`config.mk`:
```
export PLATFORM = sky130hd
export DESIGN_NAME = powlib_pktarb
export DESIGN_NICKNAME = d
export VERILOG_FILES = /design/src/rtl/powlib_pktarb.sv
export SDC_FILE = /design/constraint.sdc
export NUM_CORES = 1
export LEC_CHECK = 0
export CELL_PAD_IN_SITES_DETAIL_PLACEMENT = 0
export CELL_PAD_IN_SITES_GLOBAL_PLACEMENT = 2
export CORE_UTILIZATION = 14
export CTS_CLUSTER_SIZE = 24
export DETAILED_ROUTE_END_ITERATION = 10
export HOLD_SLACK_MARGIN = 0.15
export PLACE_DENSITY_LB_ADDON = 0.1
export SETUP_SLACK_MARGIN = 0.3
export SLEW_MARGIN = 20
export SYNTH_ARGS = -nofsm -noshare
export SYNTH_HDL_FRONTEND = slang
export SYNTH_SLANG_ARGS = --single-unit
```
`constraint.sdc`:
```
create_clock -name clk -period 2.1 [get_ports clk]
set_input_delay 0.63 -clock clk [delete_from_list [all_inputs] [get_ports clk]]
set_output_delay 0.63 -clock clk [all_outputs]
set_load 0.03 [all_outputs]
```
`src/rtl/powlib_pktarb.sv`:
```
// powlib_pktarb
//   Packet-aware round-robin arbiter. N requesters share one valid/ready
//   sink. A granted requester keeps the sink until its end-of-packet beat
//   (bit W-1 set) is taken, so packets are never interleaved.
//
// Ports
//   clk      block clock
//   rst      asynchronous, active-high reset
//   indata   requester words, requester i at [i*W +: W]
//   invld    per-requester valid
//   inrdy    per-requester ready
//   outdata  word to sink
//   outvld   valid to sink
//   outrdy   ready from sink
//   grant    one-hot current owner, all zero when idle
//   busy     high while a packet is locked
//
// Build option
//   POWLIB_PKTARB_OUTREG_EN  registers the sink side through a 2-entry skid
//                            buffer so outrdy no longer reaches inrdy
//                            combinationally (beat latency becomes 1).
module powlib_pktarb #(
  parameter int W  = 33,
  parameter int N  = 3,
  parameter     ID = "PKTARB"
) (
  input  logic           clk,
  input  logic           rst,
  input  logic [N*W-1:0] indata,
  input  logic [N-1:0]   invld,
  output logic [N-1:0]   inrdy,
  output logic [W-1:0]   outdata,
  output logic           outvld,
  input  logic           outrdy,
  output logic [N-1:0]   grant,
  output logic           busy
);

  localparam int PW = (N > 1) ? $clog2(N) : 1;

  typedef enum logic {IDLE, LOCK} state_t;

  state_t        state, state_nxt;
  logic [PW-1:0] pointer, pointer_nxt;
  logic [PW-1:0] owner, owner_nxt;
  logic [N-1:0]  grant_nxt;
  logic          busy_nxt;

  logic          sel_found;
  logic [PW-1:0] sel_idx;
  logic [W-1:0]  owner_word;
  logic          owner_vld;
  logic          accept;
  logic          eop;

  // Round-robin search: first requesting index starting just after the
  // last packet's owner, wrapping modulo N.
  always_comb begin
    sel_found = 1'b0;
    sel_idx   = '0;
    for (int k = 1; k <= N; k++) begin
      for (int i = 0; i < N; i++) begin
        if (!sel_found && invld[i] && (((int'(pointer) + k) % N) == i)) begin
          sel_found = 1'b1;
          sel_idx   = PW'(i);
        end
      end
    end
  end

  // Mux the owner's word and valid out of the flattened request bus.
  always_comb begin
    owner_word = '0;
    owner_vld  = 1'b0;
    for (int i = 0; i < N; i++) begin
      if (owner == PW'(i)) begin
        owner_word = indata[i*W +: W];
        owner_vld  = invld[i];
      end
    end
  end

`ifdef POWLIB_PKTARB_OUTREG_EN
  // Two-entry skid buffer between the owner and the sink. The owner is
  // accepted whenever an entry is free, so a buffer holding one word can
  // push and pop in the same cycle and keep 1 beat/cycle.
  logic [W-1:0] skid [2];
  logic [1:0]   count;
  logic         wr_ptr, rd_ptr;
  logic         room, pop;

  assign room    = (count != 2'd2);
  assign accept  = (state == LOCK) && owner_vld && room;
  assign pop     = outvld && outrdy;
  assign outvld  = (count != 2'd0);
  assign outdata = skid[rd_ptr];

  always_comb begin
    inrdy = '0;
    for (int i = 0; i < N; i++) begin
      if (state == LOCK && owner == PW'(i)) inrdy[i] = room;
    end
  end

  // Buffer storage and pointers; reset empties both entries.
  always_ff @(posedge clk or posedge rst) begin
    if (rst) begin
      skid[0] <= '0;
      skid[1] <= '0;
      count   <= '0;
      wr_ptr  <= 1'b0;
      rd_ptr  <= 1'b0;
    end else begin
      if (accept) begin
        skid[wr_ptr] <= owner_word;
        wr_ptr       <= ~wr_ptr;
      end
      if (pop) rd_ptr <= ~rd_ptr;
      count <= count + 2'(accept) - 2'(pop);
    end
  end
`else
  // Combinational pass-through from the owner to the sink.
  assign outvld  = (state == LOCK) && owner_vld;
  assign outdata = (state == LOCK) ? owner_word : '0;
  assign accept  = outvld && outrdy;

  always_comb begin
    inrdy = '0;
    for (int i = 0; i < N; i++) begin
      if (state == LOCK && owner == PW'(i)) inrdy[i] = outrdy;
    end
  end
`endif

  // The packet closes when its flagged beat leaves the owner.
  assign eop = accept && owner_word[W-1];

  // State and arbitration registers.
  always_ff @(posedge clk or posedge rst) begin
    if (rst) begin
      state   <= IDLE;
      pointer <= PW'(N-1);
      owner   <= '0;
      grant   <= '0;
      busy    <= 1'b0;
    end else begin
      state   <= state_nxt;
      pointer <= pointer_nxt;
      owner   <= owner_nxt;
      grant   <= grant_nxt;
      busy    <= busy_nxt;
    end
  end

  // Next-state logic: arbitrate in IDLE, hold the lock until end of packet.
  always_comb begin
    state_nxt   = state;
    pointer_nxt = pointer;
    owner_nxt   = owner;
    grant_nxt   = grant;
    busy_nxt    = busy;
    case (state)
      IDLE: begin
        if (sel_found) begin
          state_nxt          = LOCK;
          owner_nxt          = sel_idx;
          grant_nxt          = '0;
          grant_nxt[sel_idx] = 1'b1;
          busy_nxt           = 1'b1;
        end
      end
      LOCK: begin
        if (eop) begin
          state_nxt   = IDLE;
          pointer_nxt = owner;
          grant_nxt   = '0;
          busy_nxt    = 1'b0;
        end
      end
      default: state_nxt = IDLE;
    endcase
  end

  // A requester must never see ready while the arbiter is still deciding.
  idle_rdy_chk: assert property (@(posedge clk) disable iff (rst)
    !((state == IDLE) && (|invld) && (|inrdy)))
    else $error("%s: invld high in IDLE while inrdy asserted", ID);

endmodule

```
==> report_table.html <==
<table>
<tr><th>Metric</th><th>Value</th></tr>
<tr><th colspan="2">Detailed routing</th></tr>
<tr><td>Detailed Route WL</td><td>6724 um</td></tr>
<tr><td>Pre-antenna DRT Iters</td><td>5</td></tr>
<tr><td>Average wire per cell in the routed design</td><td>13.67 um</td></tr>
<tr><td>Vias per inst</td><td>3.988</td></tr>
<tr><td>Remaining DRCs</td><td>0</td></tr>
<tr><td>Antenna Nets Post-Route</td><td>0</td></tr>
<tr><td>First DRT Iteration DRCs</td><td>64</td></tr>
<tr><td>Via count</td><td>1962</td></tr>
<tr><th colspan="2">Clock network</th></tr>
<tr><td>Number of buffers between clock root and the deepest sink</td><td>2</td></tr>
<tr><td>Clock transition at the register clock pins on the worst setup and hold paths after CTS</td><td>0.04 ns</td></tr>
<tr><td>Clock Sink Count</td><td>9</td></tr>
<tr><td>Clock root buffer</td><td>sky130_fd_sc_hd__clkbuf_8</td></tr>
<tr><td>H-tree depth reported by CTS</td><td>1</td></tr>
<tr><td>Clock network latency to the later pin of the worst-skew pair</td><td>0.23 ns</td></tr>
<tr><td>Clock tree from TritonCTS</td><td>yes</td></tr>
<tr><td>TritonCTS Buffers</td><td>3</td></tr>
<tr><th colspan="2">Yosys</th></tr>
<tr><td>Total number of yosys warnings</td><td>0</td></tr>
<tr><td>Area share of the leading cell type in the synthesized netlist</td><td>23.03%</td></tr>
<tr><td>Post-synthesis instance total</td><td>198</td></tr>
<tr><td>Average instance area after synthesis</td><td>7.463 um2</td></tr>
<tr><td>Share of the yosys chip area belonging to registers</td><td>15.33%</td></tr>
<tr><td>Net Count, Synth</td><td>305</td></tr>
<tr><td>Largest area contributor in the netlist</td><td>sky130_fd_sc_hd__mux2i_1</td></tr>
<tr><td>Leading post-synthesis cells by cell area</td><td>sky130_fd_sc_hd__mux2i_1, sky130_fd_sc_hd__and2_1, sky130_fd_sc_hd__dfrtp_1, sky130_fd_sc_hd__o21ai_0, sky130_fd_sc_hd__nand2_1</td></tr>
<tr><td>Mapped Area</td><td>0.001478 mm2</td></tr>
<tr><td>Number of register bits inferred by synthesis</td><td>9</td></tr>
<tr><td>Distinct cells, synth</td><td>34</td></tr>
<tr><th colspan="2">Critical path</th></tr>
<tr><td>WP data required</td><td>1.47 ns</td></tr>
<tr><td>Kind of capture point of the worst setup path</td><td>output port</td></tr>
<tr><td>CP Class</td><td>flip-flop to output port</td></tr>
<tr><td>Launch point of the worst path</td><td>owner[1]$_DFFE_PP0P_</td></tr>
<tr><td>Worst-path cell chain</td><td>buf_12 &gt; mux2i_1 &gt; o21ai_1 &gt; and2_4 &gt; buf_6</td></tr>
<tr><td>Endpoint arrival time on the critical path</td><td>1.54 ns</td></tr>
<tr><td>RR Startpoint</td><td>owner[1]$_DFFE_PP0P_</td></tr>
<tr><td>CP startpoint kind</td><td>flip-flop</td></tr>
<tr><td>Largest fanout of any net on the critical path</td><td>24</td></tr>
<tr><td>Slowest library cell on the worst path</td><td>sky130_fd_sc_hd__dfrtp_2</td></tr>
<tr><td>CP max stage delay</td><td>0.42 ns</td></tr>
<tr><th colspan="2">Timing</th></tr>
<tr><td>Peak Freq</td><td>461.8 MHz</td></tr>
<tr><td>Final critical-path share of the clock period</td><td>103.1%</td></tr>
<tr><td>Final setup TNS</td><td>-0.3557 ns</td></tr>
<tr><td>Min Tclk post-route</td><td>2.165 ns</td></tr>
<tr><td>Pins Over Slew Limit</td><td>0</td></tr>
<tr><td>Slew at the pin with the worst max-slew slack</td><td>0.3582 ns</td></tr>
<tr><td>Worst setup slack after layout</td><td>-0.06522 ns</td></tr>
<tr><td>Fin. Hold Viols</td><td>0</td></tr>
<tr><td>Unrepaired setup endpoints after global routing</td><td>true</td></tr>
<tr><td>Worst clock skew on the final layout</td><td>0.002725 ns</td></tr>
<tr><td>Slew margin rel.</td><td>76.09%</td></tr>
<tr><td>Final setup violating endpoints</td><td>20</td></tr>
<tr><th colspan="2">Floorplan</th></tr>
<tr><td>Die Ht</td><td>104.7 um</td></tr>
<tr><td>Initial Util</td><td>14.38%</td></tr>
<tr><td>Core outline area</td><td>0.01028 mm2</td></tr>
<tr><td>Overall die area</td><td>0.01097 mm2</td></tr>
<tr><td>Total number of placement rows</td><td>37</td></tr>
<tr><td>Die Wd</td><td>104.7 um</td></tr>
<tr><td>Number of placed I/O pins</td><td>146</td></tr>
<tr><th colspan="2">Pwr</th></tr>
<tr><td>Power per cell area</td><td>1341 mW/mm2</td></tr>
<tr><td>VDD IR max</td><td>0.5861 mV</td></tr>
<tr><td>Leakage</td><td>1.564 nW</td></tr>
<tr><th colspan="2">Layout</th></tr>
<tr><td>Layout overhead on the synthesized area</td><td>131.8%</td></tr>
<tr><td>Most common library cell in the layout ignoring fill and taps</td><td>sky130_fd_sc_hd__dlygate4sd2_1</td></tr>
<tr><td>Top library cells by usage in the layout, fill and taps aside</td><td>sky130_fd_sc_hd__dlygate4sd2_1, sky130_fd_sc_hd__buf_6, sky130_fd_sc_hd__nand2_1, sky130_fd_sc_hd__mux2i_1, sky130_fd_sc_hd__clkdlybuf4s50_1</td></tr>
<tr><td>Antenna diode count</td><td>0</td></tr>
<tr><td>Ratio of cells with drive above 1 in the final layout</td><td>33.15%</td></tr>
<tr><td>Final net count</td><td>464</td></tr>
<tr><th colspan="2">GRT</th></tr>
<tr><td>Wire length of the first global-routing pass</td><td>10320 um</td></tr>
<tr><td>Global-route congestion overflow total</td><td>0</td></tr>
<tr><td>Number of global-route vias before repair</td><td>1960</td></tr>
<tr><td>Antenna violations before repair</td><td>0</td></tr>
<tr><td>Aggregate global-route resource usage</td><td>11.64%</td></tr>
<tr><td>Pin count of the biggest net entering global routing</td><td>26</td></tr>
<tr><th colspan="2">Placement</th></tr>
<tr><td>Final weighted congestion in routability-driven placement</td><td>0.7098</td></tr>
<tr><td>Quantity of I/O buffers inserted on ports</td><td>145</td></tr>
<tr><td>DPL Wire Length</td><td>4968 um</td></tr>
<tr><td>Worst slack, placed</td><td>-0.1951 ns</td></tr>
<tr><th colspan="2">Outcome</th></tr>
<tr><td>Run status</td><td>complete, but fails checks</td></tr>
<tr><td>Violated checks</td><td>negative setup slack</td></tr>
<tr><th colspan="2">Min path</th></tr>
<tr><td>Hold path start</td><td>busy$_DFFE_PP0P_</td></tr>
<tr><td>Hold/Removal Path Class</td><td>flip-flop to flip-flop</td></tr>
<tr><th colspan="2">Job</th></tr>
<tr><td>Max-cap violations</td><td>0</td></tr>
</table>
-- report_power, final --
| part | internal (mW) | switching (mW) | total (mW) |
|---|---|---|---|
| clock | 0.132 | 0.0663 | 0.198 |
| sequential | 0.251 | 0.0591 | 0.310 |
| combinational | 2.08 | 2.01 | 4.09 |
-- final cells by class --
type | instances | area (um2)
clock buffer | 4 | 45.04
multi-input combinational | 168 | 1259
fill | 1137 | 6852
timing repair buffer | 172 | 1713
sequential | 9 | 227.7
tap | 136 | 170.2
inverter | 3 | 11.26
-- worst max-delay path: cells and delay by family, from the launching register on --
| family | cells | cell delay (ns) |
|---|---|---|
| muxes | 1 | 0.25 |
| AOI/OAI and AO/OA | 1 | 0.10 |
| and+or+nand+nor | 1 | 0.16 |
| buffers and inverters | 2 | 0.36 |
| DFF | 1 | 0.42 |
-- cells in the mapped netlist --
| master | number |
|---|---|
| sky130_fd_sc_hd__nor3_1 | 3 |
| sky130_fd_sc_hd__nand3b_4 | 1 |
| sky130_fd_sc_hd__nand3b_1 | 1 |
| sky130_fd_sc_hd__ha_1 | 2 |
| sky130_fd_sc_hd__a21bo_2 | 2 |
| sky130_fd_sc_hd__nor2_1 | 1 |
| sky130_fd_sc_hd__mux2_4 | 2 |
| sky130_fd_sc_hd__buf_4 | 2 |
| sky130_fd_sc_hd__nor3b_4 | 1 |
| sky130_fd_sc_hd__o21ai_2 | 1 |
| sky130_fd_sc_hd__nand2b_1 | 1 |
| sky130_fd_sc_hd__nor3b_1 | 1 |
| sky130_fd_sc_hd__nand2_1 | 36 |
| sky130_fd_sc_hd__buf_2 | 4 |
| sky130_fd_sc_hd__clkbuf_1 | 9 |
| sky130_fd_sc_hd__and2_1 | 35 |
| sky130_fd_sc_hd__mux2i_1 | 34 |
| sky130_fd_sc_hd__nor2b_1 | 2 |
| sky130_fd_sc_hd__o21ai_0 | 32 |
| sky130_fd_sc_hd__o21ai_1 | 1 |
| sky130_fd_sc_hd__or2_2 | 1 |
| sky130_fd_sc_hd__dfrtp_1 | 8 |
| sky130_fd_sc_hd__a21o_1 | 2 |
| sky130_fd_sc_hd__buf_6 | 3 |
| sky130_fd_sc_hd__and3_1 | 1 |
| sky130_fd_sc_hd__a31oi_1 | 1 |
| sky130_fd_sc_hd__nand4_4 | 1 |
| sky130_fd_sc_hd__inv_1 | 3 |
| sky130_fd_sc_hd__a32o_1 | 1 |
| sky130_fd_sc_hd__dfstp_2 | 1 |
| sky130_fd_sc_hd__or3_1 | 1 |
| sky130_fd_sc_hd__a21oi_1 | 1 |
| sky130_fd_sc_hd__a32oi_1 | 1 |
| sky130_fd_sc_hd__a31o_1 | 2 |
-- worst paths after layout --
kind / slack [ns] / depth (start not counted) / end
min in group asynchronous: 0.67 / 2 / grant[1]$_DFFE_PP0P_
worst min register to register: 0.49 / 1 / busy$_DFFE_PP0P_
worst max-delay path: -0.07 / 5 / outdata[12]
max in group asynchronous: 1.13 / 2 / pointer[1]$_DFFE_PP1P_
worst min-delay path: 0.49 / 1 / busy$_DFFE_PP0P_
worst max register to register: 0.05 / 10 / pointer[0]$_DFFE_PP0P_
-- cell families after synthesis --
| logic type | share of synthesized area, % |
|---|---|
| buffers and inverters | 7.705 |
| AND/OR/NAND/NOR | 32.85 |
| adder cells (fa/ha/maj) | 1.693 |
| flip-flops | 15.33 |
| multiplexers | 25.06 |
| AO/OA/AOI/OAI | 17.36 |
-- state kept, by name (all words and copies together) (netlist names) --
signal / cells
busy: 1
grant: 3
owner: 2
pointer: 2
state: 1
-- routing by layer --
metal | part of all wire (%) | track usage [%]
met4 | 0 | 0.6036
met3 | 7.2 | 2.620
met1 | 46 | 15.59
met2 | 47 | 19.87
met5 | 0 | 0
-- stage by stage --
| step | utilization, % | power, mW | instances | hold WS (ns) | instance area (um2) |
|---|---|---|---|---|---|
| final | 33.33 | 4.595 | 492 | 0.4922 | 3426 |
| after floorplan | - | 2.673 | 198 | 0.4572 | 1594 |
| after global routing | 33.33 | 4.907 | 492 | 0.5125 | 3426 |
| after global placement | 30.76 | 3.926 | 477 | 0.4871 | 3162 |
| after CTS | 32.27 | 4.471 | 487 | 0.4964 | 3317 |
| after detailed placement | 30.76 | 3.910 | 477 | 0.4878 | 3162 |
-- what timing repair did --
item / 4_1_cts / 5_1_grt
hold buffers: 0 / 0
pin swaps: 36 / 3
setup buffers: 6 / 3
resized for setup: 133 / 12
endpoints found under the setup margin: 50 / 45
gates cloned: 0 / 2
(Power assumes the default switching activity.)
